[config.mk]
export PLATFORM = sky130hd
export DESIGN_NAME = apb_cmd_master
export DESIGN_NICKNAME = d
export VERILOG_FILES = /design/src/rtl/apb_cmd_master.sv
export SDC_FILE = /design/constraint.sdc
export NUM_CORES = 1
export LEC_CHECK = 0
export CAP_MARGIN = 20
export CORE_UTILIZATION = 45
export DETAILED_ROUTE_END_ITERATION = 8
export PLACE_DENSITY = 0.85
export SLEW_MARGIN = 20
export SYNTH_ARGS = -nofsm -noshare
export SYNTH_HDL_FRONTEND = slang
export SYNTH_SLANG_ARGS = --single-unit
[constraint.sdc]
create_clock -name pclk -period 2.85 [get_ports pclk]
set_input_delay 0.4275 -clock pclk [delete_from_list [all_inputs] [get_ports pclk]]
set_output_delay 0.4275 -clock pclk [all_outputs]
set_load 0.03 [all_outputs]
[src/rtl/apb_cmd_master.sv]
// Single-outstanding APB3 master: accepts one command, runs SETUP/ACCESS with a
// pready wait-state timeout, then holds the response until it is consumed.
module apb_cmd_master #(
  parameter int unsigned ADDR_WIDTH     = 12,
  parameter int unsigned TIMEOUT_CYCLES = 255
) (
  input  logic                  pclk,
  input  logic                  presetn,
  // command side
  input  logic                  cmd_valid,
  output logic                  cmd_ready,
  input  logic                  cmd_write,
  input  logic [ADDR_WIDTH-1:0] cmd_addr,
  input  logic [31:0]           cmd_wdata,
  // response side
  output logic                  rsp_valid,
  input  logic                  rsp_ready,
  output logic [31:0]           rsp_rdata,
  output logic                  rsp_err,
  output logic                  rsp_timeout,
  // APB side
  output logic                  psel,
  output logic                  penable,
  output logic                  pwrite,
  output logic [ADDR_WIDTH-1:0] paddr,
  output logic [31:0]           pwdata,
  input  logic [31:0]           prdata,
  input  logic                  pready,
  input  logic                  pslverr,
  output logic                  busy
);

  typedef enum logic [1:0] {
    IDLE   = 2'd0,
    SETUP  = 2'd1,
    ACCESS = 2'd2,
    RESP   = 2'd3
  } state_e;

  localparam logic [7:0] TIMEOUT_LIM = 8'(TIMEOUT_CYCLES);
  localparam bit         TIMEOUT_EN  = (TIMEOUT_CYCLES != 0);

  state_e                state_q;
  logic                  psel_q;
  logic                  penable_q;
  logic                  pwrite_q;
  logic [ADDR_WIDTH-1:0] paddr_q;
  logic [31:0]           pwdata_q;
  logic                  rsp_valid_q;
  logic [31:0]           rsp_rdata_q;
  logic                  rsp_err_q;
  logic                  rsp_timeout_q;
  logic [7:0]            wait_cnt_q;
  logic                  timeout_hit;

  // Counter holds the number of pready-low ACCESS cycles already seen, so the
  // abort fires in the ACCESS cycle after TIMEOUT_CYCLES low cycles.
  assign timeout_hit = TIMEOUT_EN && (wait_cnt_q == TIMEOUT_LIM);

  // NOTE: every register, including the captured address/data, is cleared by the
  // asynchronous reset so APB outputs are defined the instant presetn falls.
  // NOTE: sequential state uses non-blocking assignments only, so the order of
  // statements inside this block never changes what the next state is.
  always_ff @(posedge pclk or negedge presetn) begin
    if (!presetn) begin
      state_q       <= IDLE;
      psel_q        <= 1'b0;
      penable_q     <= 1'b0;
      pwrite_q      <= 1'b0;
      paddr_q       <= '0;
      pwdata_q      <= '0;
      rsp_valid_q   <= 1'b0;
      rsp_rdata_q   <= '0;
      rsp_err_q     <= 1'b0;
      rsp_timeout_q <= 1'b0;
      wait_cnt_q    <= '0;
    end else begin
      case (state_q)
        IDLE: begin
          if (cmd_valid) begin
            pwrite_q   <= cmd_write;
            paddr_q    <= cmd_addr;
            pwdata_q   <= cmd_wdata;
            psel_q     <= 1'b1;
            wait_cnt_q <= '0;
            state_q    <= SETUP;
          end
        end

        SETUP: begin
          penable_q <= 1'b1;
          state_q   <= ACCESS;
        end

        ACCESS: begin
          // pready wins over a timeout reached in the same cycle.
          if (pready) begin
            psel_q        <= 1'b0;
            penable_q     <= 1'b0;
            rsp_valid_q   <= 1'b1;
            rsp_rdata_q   <= pwrite_q ? 32'h0 : prdata;
            rsp_err_q     <= pslverr;
            rsp_timeout_q <= 1'b0;
            state_q       <= RESP;
          end else if (timeout_hit) begin
            psel_q        <= 1'b0;
            penable_q     <= 1'b0;
            rsp_valid_q   <= 1'b1;
            rsp_rdata_q   <= 32'h0;
            rsp_err_q     <= 1'b1;
            rsp_timeout_q <= 1'b1;
            state_q       <= RESP;
          end else begin
            wait_cnt_q <= wait_cnt_q + 8'd1;
          end
        end

        RESP: begin
          if (rsp_ready) begin
            rsp_valid_q <= 1'b0;
            state_q     <= IDLE;
          end
        end

        default: state_q <= IDLE;
      endcase
    end
  end

  assign cmd_ready   = (state_q == IDLE);
  assign busy        = (state_q != IDLE);
  assign psel        = psel_q;
  assign penable     = penable_q;
  assign pwrite      = pwrite_q;
  assign paddr       = paddr_q;
  assign pwdata      = pwdata_q;
  assign rsp_valid   = rsp_valid_q;
  assign rsp_rdata   = rsp_rdata_q;
  assign rsp_err     = rsp_err_q;
  assign rsp_timeout = rsp_timeout_q;

endmodule

Word level (Yosys, flattened, before mapping)
Index checks and enable logic that the tools add are counted.
Widths: inputs -> output; s select.
- output and inout bits: 84
- flip-flop bits (word level): 92
- word-level logic and storage cells: 57
- input bits: 83
- multiplexer cells: 23
- reductions and logical operators: 13
- $add $sub $neg: 1
- equal/unequal tests: 9
- operators with widths (cell ; count):
    $mux 32 ; 3
    $mux 8 ; 3
    $pmux 8 s2 ; 1
    $reduce_bool 2->1 ; 5
    $reduce_and 3->1 ; 3
    $add 8x1->8 const B ; 1
    $eq 8x8->1 const B ; 1
    $mux 1 ; 8
    $mux 2 ; 4
    $ne 2x2->1 const B ; 4
    $pmux 2 s4 ; 1
    $pmux 1 s2 ; 3
    $reduce_and 2->1 ; 3
    $eq 2x2->1 const B ; 2
    $reduce_and 4->1 ; 1
    $ne 3x3->1 const B ; 1
    $eq 2x1->1 const B ; 1
    $logic_not 2->1 ; 1

Logic depth before layout (Yosys ltp)
Gate-level depths: netlist (run 1).
- word-level depth: 4
- depth in mapped cells: 7
- depth with buffers taken out: 6

Worst setup path after synthesis (run 1)
Ideal clock, no wire load.
- path type: reg-to-reg
- start point: register state_q[0]
- end point: register paddr_q[11] (netlist: paddr[11])
- path slack: 1068 ps
- required time: 2725 ps
- period minus slack after synthesis: 1782 ps
- data arrival time: 1657 ps
- stages on the path, launching flop included: 6
- path through: dfrtp_1 -> inv_1 -> ha_1 -> nand2_1 -> buf_2 -> mux2_2
- word-level cells in the longest chain between the ends: 2
- ends and longest elaborated chain (what ; RTL line ; text):
    start: declaration ; 43 ; state_e state_q;
    start signal: assignment ; 66 ; state_q <= IDLE;
    start signal: assignment ; 86 ; state_q <= SETUP;
    start signal: assignment ; 92 ; state_q <= ACCESS;
    $logic_not 2->1 ; - ;
    net cmd_ready ; 11 ; output logic cmd_ready,
    $reduce_and 2->1 (no source line) ; - ;
    end signal: assignment ; 82 ; paddr_q <= cmd_addr;
    end: declaration ; 47 ; logic [ADDR_WIDTH-1:0] paddr_q;
The timed path passes the listed nets, and every way through them passes these cells.
A chain may end at the register's enable or synchronous reset.

Worst setup path in the final report (run 1)
- start point: register state_q[0]
- end point: output cmd_ready
- word-level cells in the longest chain between the ends: 1
- ends and longest elaborated chain (what ; RTL line ; text):
    $logic_not 2->1 ; 130 ; assign cmd_ready = (state_q == IDLE);
    end: declaration ; 11 ;
Every way passes these cells.

==> results of run 1 <==
## layout make-up
class / instances / share of cell area (%)
Sequential cell: 92 / 40.00
Timing Repair Buffer: 171 / 29.70
Multi-Input combinational cell: 157 / 23.33
Clock buffer: 10 / 2.391
Tap cell: 105 / 2.283
Inverter: 19 / 1.239
Clock inverter: 5 / 1.065
## state kept, by name (all words and copies together), names as in the netlist
name / cells
pwdata: 32
rsp_rdata: 32
paddr: 12
wait_cnt_q: 8
state_q: 2
penable: 1
psel: 1
pwrite: 1
rsp_err: 1
rsp_timeout: 1
rsp_valid: 1
## worst reg2reg max path, stage by stage (launching register included)
cell	delay, ns
dfrtp_1	0.44
ha_1	0.28
and3_1	0.22
a21oi_2	0.51
nand2b_4	0.38
a22o_1	0.20
## cells in the final DEF, fill, tap and decap left out, drive strengths merged, types with 2 or more instances in the layout
cell / count
clkdlybuf4s50: 165
dfrtp: 92
mux2: 47
o21ai: 21
a22o: 20
inv: 20
nand4b: 14
nand2: 12
clkbuf: 10
nand3: 6
buf: 6
ha: 5
clkinv: 3
and3: 2
nor3: 2
and2: 2
o211ai: 2
o31ai: 2
mux2i: 2
nor2: 2
o22a: 2
a21oi: 2
nand2b: 2
nor2b: 2
## logic make-up (layout without fill, tap and decap cells)
logic type      Yosys count  after routing  synth area share, %
flops                    92             92                60.41
fa+ha+maj                 5              5                1.641
buf+inv                  35            205                4.432
simple gates             48             48                8.273
compound gates           55             55                10.74
mux                      49             49                14.51
## metrics by stage
stage          instances  worst slack [ns]  total power [mW]
6_report             559            0.5395             6.902
5_1_grt              559            0.4725             7.266
4_1_cts              559            0.5286             6.968
3_5_place_dp         544            0.7805             6.060
3_3_place_gp         544            0.8448             5.938
2_1_floorplan        284             1.068             4.467
## where the power goes
group / total [mW] / leakage, nW / internal [mW] / switching, mW
clock: 0.884 / 0.103 / 0.429 / 0.455
combinational: 3.78 / 1.20 / 1.73 / 2.06
sequential: 2.23 / 1.13 / 1.91 / 0.330
total: 6.90 / 2.44 / 4.06 / 2.84
## routing by layer
metal,global-route usage [%],wire (um),vias to the layer above,share of wire [%]
met2,35.04,4608,122,50
met4,8.462,135,0,1.5
met3,5.502,688,16,7.5
met5,0,0,-,0
met1,27.07,3780,1456,41
li1,-,-,1344,-
## synthesized netlist by cell type (all sizes together)
cell type / n / share of area, %
buf: 13 / 2.3
o21a: 1 / 0.20
a21o: 1 / 0.20
o22a: 2 / 0.46
o31ai: 2 / 0.39
and3b: 1 / 0.23
and3: 2 / 0.33
nand4: 1 / 0.16
nand4bb: 1 / 0.30
a21oi: 2 / 0.36
a32o: 1 / 0.26
ha: 5 / 1.6
mux2: 47 / 14
and4: 1 / 0.23
nor2: 2 / 0.20
a31oi: 1 / 0.16
a22o: 20 / 4.6
dfrtp: 92 / 60
and2: 2 / 0.33
inv: 19 / 1.9
mux2i: 2 / 0.53
clkbuf: 3 / 0.30
nand2b: 2 / 0.53
o311ai: 1 / 0.69
o21ai: 21 / 2.8
nand4b: 14 / 3.2
nand3: 6 / 0.79
o211ai: 2 / 0.39
nor3: 2 / 0.26
nor2b: 2 / 0.53
nand2: 12 / 1.2
o32a: 1 / 0.26
## path summary, 6_finish.rpt
path / start / end / depth (start not counted)
max in group asynchronous: presetn / pwdata[16]$_DFFE_PN0P_ / 2
hold reg to reg: pwdata[10]$_DFFE_PN0P_ / pwdata[10]$_DFFE_PN0P_ / 1
min in group pclk: pwdata[10]$_DFFE_PN0P_ / pwdata[10]$_DFFE_PN0P_ / 1
setup / recovery: state_q[0]$_DFFE_PN0P_ / cmd_ready / 3
setup reg to reg: wait_cnt_q[0]$_DFFE_PN0P_ / rsp_rdata[27]$_DFFE_PN0P_ / 5
hold / removal: presetn / rsp_rdata[16]$_DFFE_PN0P_ / 1
==> metrics.md, run 1 <==
| Metric | Value |
|---|---|
| Status | `complete, no violations` |
| GRT Total Usage | `21.40%` |
| Worst slew margin | `approximately 57%` |
| Chip width | `94.03 um` |
| Hold slack final | `0.06744 ns` |
| Initial drt markers | `~180` |
| Post-Syn Nets | `372` |
| Mean Syn Cell Area | `13.42 um2` |
| Drc violations | `0` |
| Worst Path Required | `2.42 ns` |
| Setup Skew | `0.01093 ns` |
| Distinct cells, synth | `38` |
| Setup TNS Final | `0 ns` |
| Crit path max-delay family | `buffers and inverters` |
| Ant. Diodes | `0` |
| CP max stage delay | `0.72 ns` |
| Core Box Area | `0.008217 mm2` |
| Placed Area | `0.005557 mm2` |
| Skew-Pair Late Insertion Delay | `0.35 ns` |
| Antenna-violating nets left | `0` |
| Yosys reg bits | `92` |
| Area growth from synthesis to final layout | `51.02%` |
| Synthesized cell area | `between 0.003 and 0.004 mm2` |
| Vert. Die Dim | `roughly 94 um` |
| RSZ-0062 raised after global routing | `false` |
| Leakage power | `around 2.4 nW` |
| Layout cells sized above 1 | `16.08%` |
| CP max stage cell | `clkdlybuf4s50_1` |
| Starting Density | `46.38%` |
| Fin. Hold Viols | `0` |
| Post-synthesis cell count | `284` |
| I/O Pins | `167` |
| Vias per cell | `around 5.3` |
| Post-CTS Hold Fix Bufs | `0` |
| Largest net degree at the start of global routing | `48` |
| Drt wl/cell | `about 16 um` |
| Critical-path cell list | `inv_1 > ha_1 > clkdlybuf4s50_1` |
| Fin crit period | `around 2.3 ns` |
| Total congestion overflow | `0` |
| Via count | `2938` |
| DRT Pass-1 Iters | `4` |
| Worst Path Max Fanout | `5` |
| Clock-pin slew on the worst setup and hold paths | `~0.09 ns` |
| IO buf count | `166` |
| Register area | `0.002302 mm2` |
| Multi-input logic area | `between 0.001 and 0.0015 mm2` |
| Num CTS Buffers | `9` |
| Initial antenna violation count | `0` |
| Rows | `33` |
| CTS tree | `built` |
| PD cells | `1199 mW/mm2` |
| Ratio of final minimum period to clock period | `81.07%` |
| Final Cell Area | `between 0.005 and 0.006 mm2` |
| Setup crit end kind | `primary output` |
| Routed wire length | `9213 um` |
| Crit Path Category | `reg2out` |
| Post-CTS Resized | `0` |
| Final setup vio count | `0` |
| Root Driver | `clkbuf_8` |
| Final Slew Violations | `0` |
| Worst setup SP type | `register` |
| R2R setup slack | `between 0.7 and 0.8 ns` |
| Worst vdd ir | `0.6045 mV` |
| Clock sinks | `92` |
| Vias in the first global route | `2980` |
| First-pass GRT wire length | `about 15000 um` |
| Sequential area share after synthesis | `between 60% and 70%` |
| Hold Crit Class | `in2async` |
| Clk buf depth | `2` |
| Worst path bufs/invs | `2` |
| Fill count | `620` |
| DPL Wire Length | `6608 um` |
| Warnings from Yosys | `0` |
| Post-CTS setup buffer count | `0` |
| Die area | `between 0.008 and 0.009 mm2` |
| Final nets | `between 500 and 600` |
| H-Tree Depth | `3` |
| Placer Congestion | `roughly 0.84` |
| Maxcap violations | `0` |
| Critical Path AT | `1.88 ns` |
| Fmax | `roughly 430 MHz` |
| Utilization after layout | `70.05%` |
| Worst slew pin tran | `0.6381 ns` |
Power figures use the tool's default switching activity.
==> run 2, diff against run 1 <==
CORE_UTILIZATION = 42   (was 45)
PLACE_DENSITY = 0.8   (was 0.85)
clock period = 2.35 ns   (was 2.85 ns; I/O delays follow)
==> metrics.md, run 2 (synthesis results as in run 1) <==
| Metric | Value |
|---|---|
| Drc violations | `0` |
| Drt wl/cell | `17.28 um` |
| Initial drt markers | `112` |
| Fin crit period | `2.238 ns` |
| Setup Skew | `0.01082 ns` |
| DRT Pass-1 Iters | `4` |
| Largest net degree at the start of global routing | `50` |
| GRT Total Usage | `21.04%` |
| Ant. Diodes | `0` |
| Fill count | `~700` |
| Final Slew Violations | `0` |
| Ratio of final minimum period to clock period | `between 90 and 100%` |
| Area growth from synthesis to final layout | `53.02%` |
| R2R setup slack | `0.26 ns` |
| Worst Path Max Fanout | `5` |
| Crit Path Category | `reg2out` |
| Worst Path Required | `roughly 2 ns` |
| Hold Crit Class | `in2async` |
| Vias in the first global route | `3000` |
| Chip width | `just under 100 um` |
| Multi-input logic area | `0.001343 mm2` |
| Worst slew margin | `53.67%` |
| Die area | `between 0.009 and 0.01 mm2` |
| Setup crit end kind | `primary output` |
| Commonest non-fill, non-tap cell in the layout | `clkdlybuf4s50_1` |
| Setup TNS Final | `0 ns` |
| Vias per cell | `5.150` |
| Num CTS Buffers | `9` |
| Register area | `~0.0023 mm2` |
| Vert. Die Dim | `97.26 um` |
| Worst setup SP type | `register` |
| Worst vdd ir | `0.6967 mV` |
| Core Box Area | `between 0.008 and 0.009 mm2` |
| Routed wire length | `9795 um` |
| CTS tree | `built` |
| Via count | `2920` |
| Starting Density | `between 40% and 50%` |
| Root Driver | `clkbuf_8` |
| Worst Reg-to-Reg Cells | `5` |
| Commonest non-fill, non-tap cells in the layout | `165 x clkdlybuf4s50_1, 92 x dfrtp_1, 46 x mux2_2, 21 x o21ai_0, 20 x a22o_1` |
| Clock-pin slew on the worst setup and hold paths | `0.09 ns` |
| DPL Wire Length | `~7200 um` |
| Worst reg2reg endpoint | `rsp_rdata[26]$_DFFE_PN0P_` |
| Critical Path AT | `between 1.5 and 2 ns` |
| Utilization after layout | `66.55%` |
| First-pass GRT wire length | `15620 um` |
| Fin. Hold Viols | `0` |
| Post-CTS Resized | `0` |
| Rows | `34` |
| Final nets | `between 500 and 600` |
| Layout cells sized above 1 | `between 10% and 20%` |
| Fmax | `between 400 and 500 MHz` |
| Fin cells | `567` |
| Status | `complete, no violations` |
| Final setup vio count | `0` |
| Placer Congestion | `between 0.8 and 0.9` |
| I/O Pins | `167` |
| IO buf count | `166` |
| Antenna-violating nets left | `0` |
| Clock sinks | `92` |
| FF-to-FF Start | `wait_cnt_q[0]$_DFFE_PN0P_` |
| PD cells | `about 1500 mW/mm2` |
| Total congestion overflow | `0` |
| Placed insts | `550` |
| H-Tree Depth | `3` |
| RSZ-0062 raised after global routing | `false` |
| Initial antenna violation count | `0` |
| Maxcap violations | `0` |
| Worst slew pin tran | `between 0.6 and 0.7 ns` |
| Leakage power | `around 2.5 nW` |
| Skew-Pair Late Insertion Delay | `0.34 ns` |
| Clk buf depth | `2` |
## run 2: worst max-delay path, cell delays in order, from the launching register on
cell             delay [ns]
dfrtp_1                0.41
inv_1                  0.12
ha_1                   0.30
clkdlybuf4s50_1        0.72
## run 2: worst max-delay path by stage
stage                           endpoint                       from
2_1_floorplan      paddr[11]$_DFFE_PN0P_     state_q[0]$_DFFE_PN0P_
3_3_place_gp       rsp_valid$_DFFE_PN0P_  wait_cnt_q[0]$_DFFE_PN0P_
3_5_place_dp   rsp_rdata[26]$_DFFE_PN0P_  wait_cnt_q[0]$_DFFE_PN0P_
4_1_cts                        cmd_ready     state_q[0]$_DFFE_PN0P_
5_1_grt                             busy     state_q[0]$_DFFE_PN0P_
6_report                       cmd_ready     state_q[0]$_DFFE_PN0P_
## run 2: report_power, final
part | switching [mW] | leakage (nW) | internal [mW]
combinational | 2.48 | 1.23 | 2.12
sequential | 0.442 | 1.13 | 2.31
clock | 0.553 | 0.110 | 0.633
## run 2: per-layer routing
layer  GRT usage, %  up-vias  routed length, um
li1               -     1357                  -
met1          27.17     1448               4286
met2          36.40      108               4970
met3          4.317        7                479
met4          5.090        0                 59
met5              0        -                  0
## run 2: cell type report
cell class / count / share of cell area [%]
Sequential cell: 92 / 39.48
Timing Repair Buffer: 175 / 30.08
Multi-Input combinational cell: 157 / 23.02
Clock buffer: 11 / 2.424
Tap cell: 108 / 2.317
Clock inverter: 5 / 1.459
Inverter: 19 / 1.223
## run 2: timing repair
item | CTS | global route
endpoints found under the hold margin | 18 | 0
hold buffers | 1 | 0
buffers inserted | 0 | 0
endpoints found under the setup margin | 0 | 0
## run 2: metrics by stage
stage / setup slack (ns) / hold WS (ns) / area, um2 / total power, mW
global route: 0.02556 / 0.4148 / 5832 / 8.944
CTS: 0.07626 / 0.4147 / 5832 / 8.597
global placement: 0.3872 / 0.2436 / 5595 / 7.246
floorplan: 0.5683 / 0.05691 / 3811 / 5.417
detailed placement: 0.3054 / 0.2538 / 5595 / 7.398
finish: 0.1121 / 0.4214 / 5832 / 8.538
==> run 3, diff against run 2 <==
CTS_CLUSTER_DIAMETER = 40   (was not set)
==> results of run 3 <==
No change in the layout: final DEF, timing and power equal those of run 2.
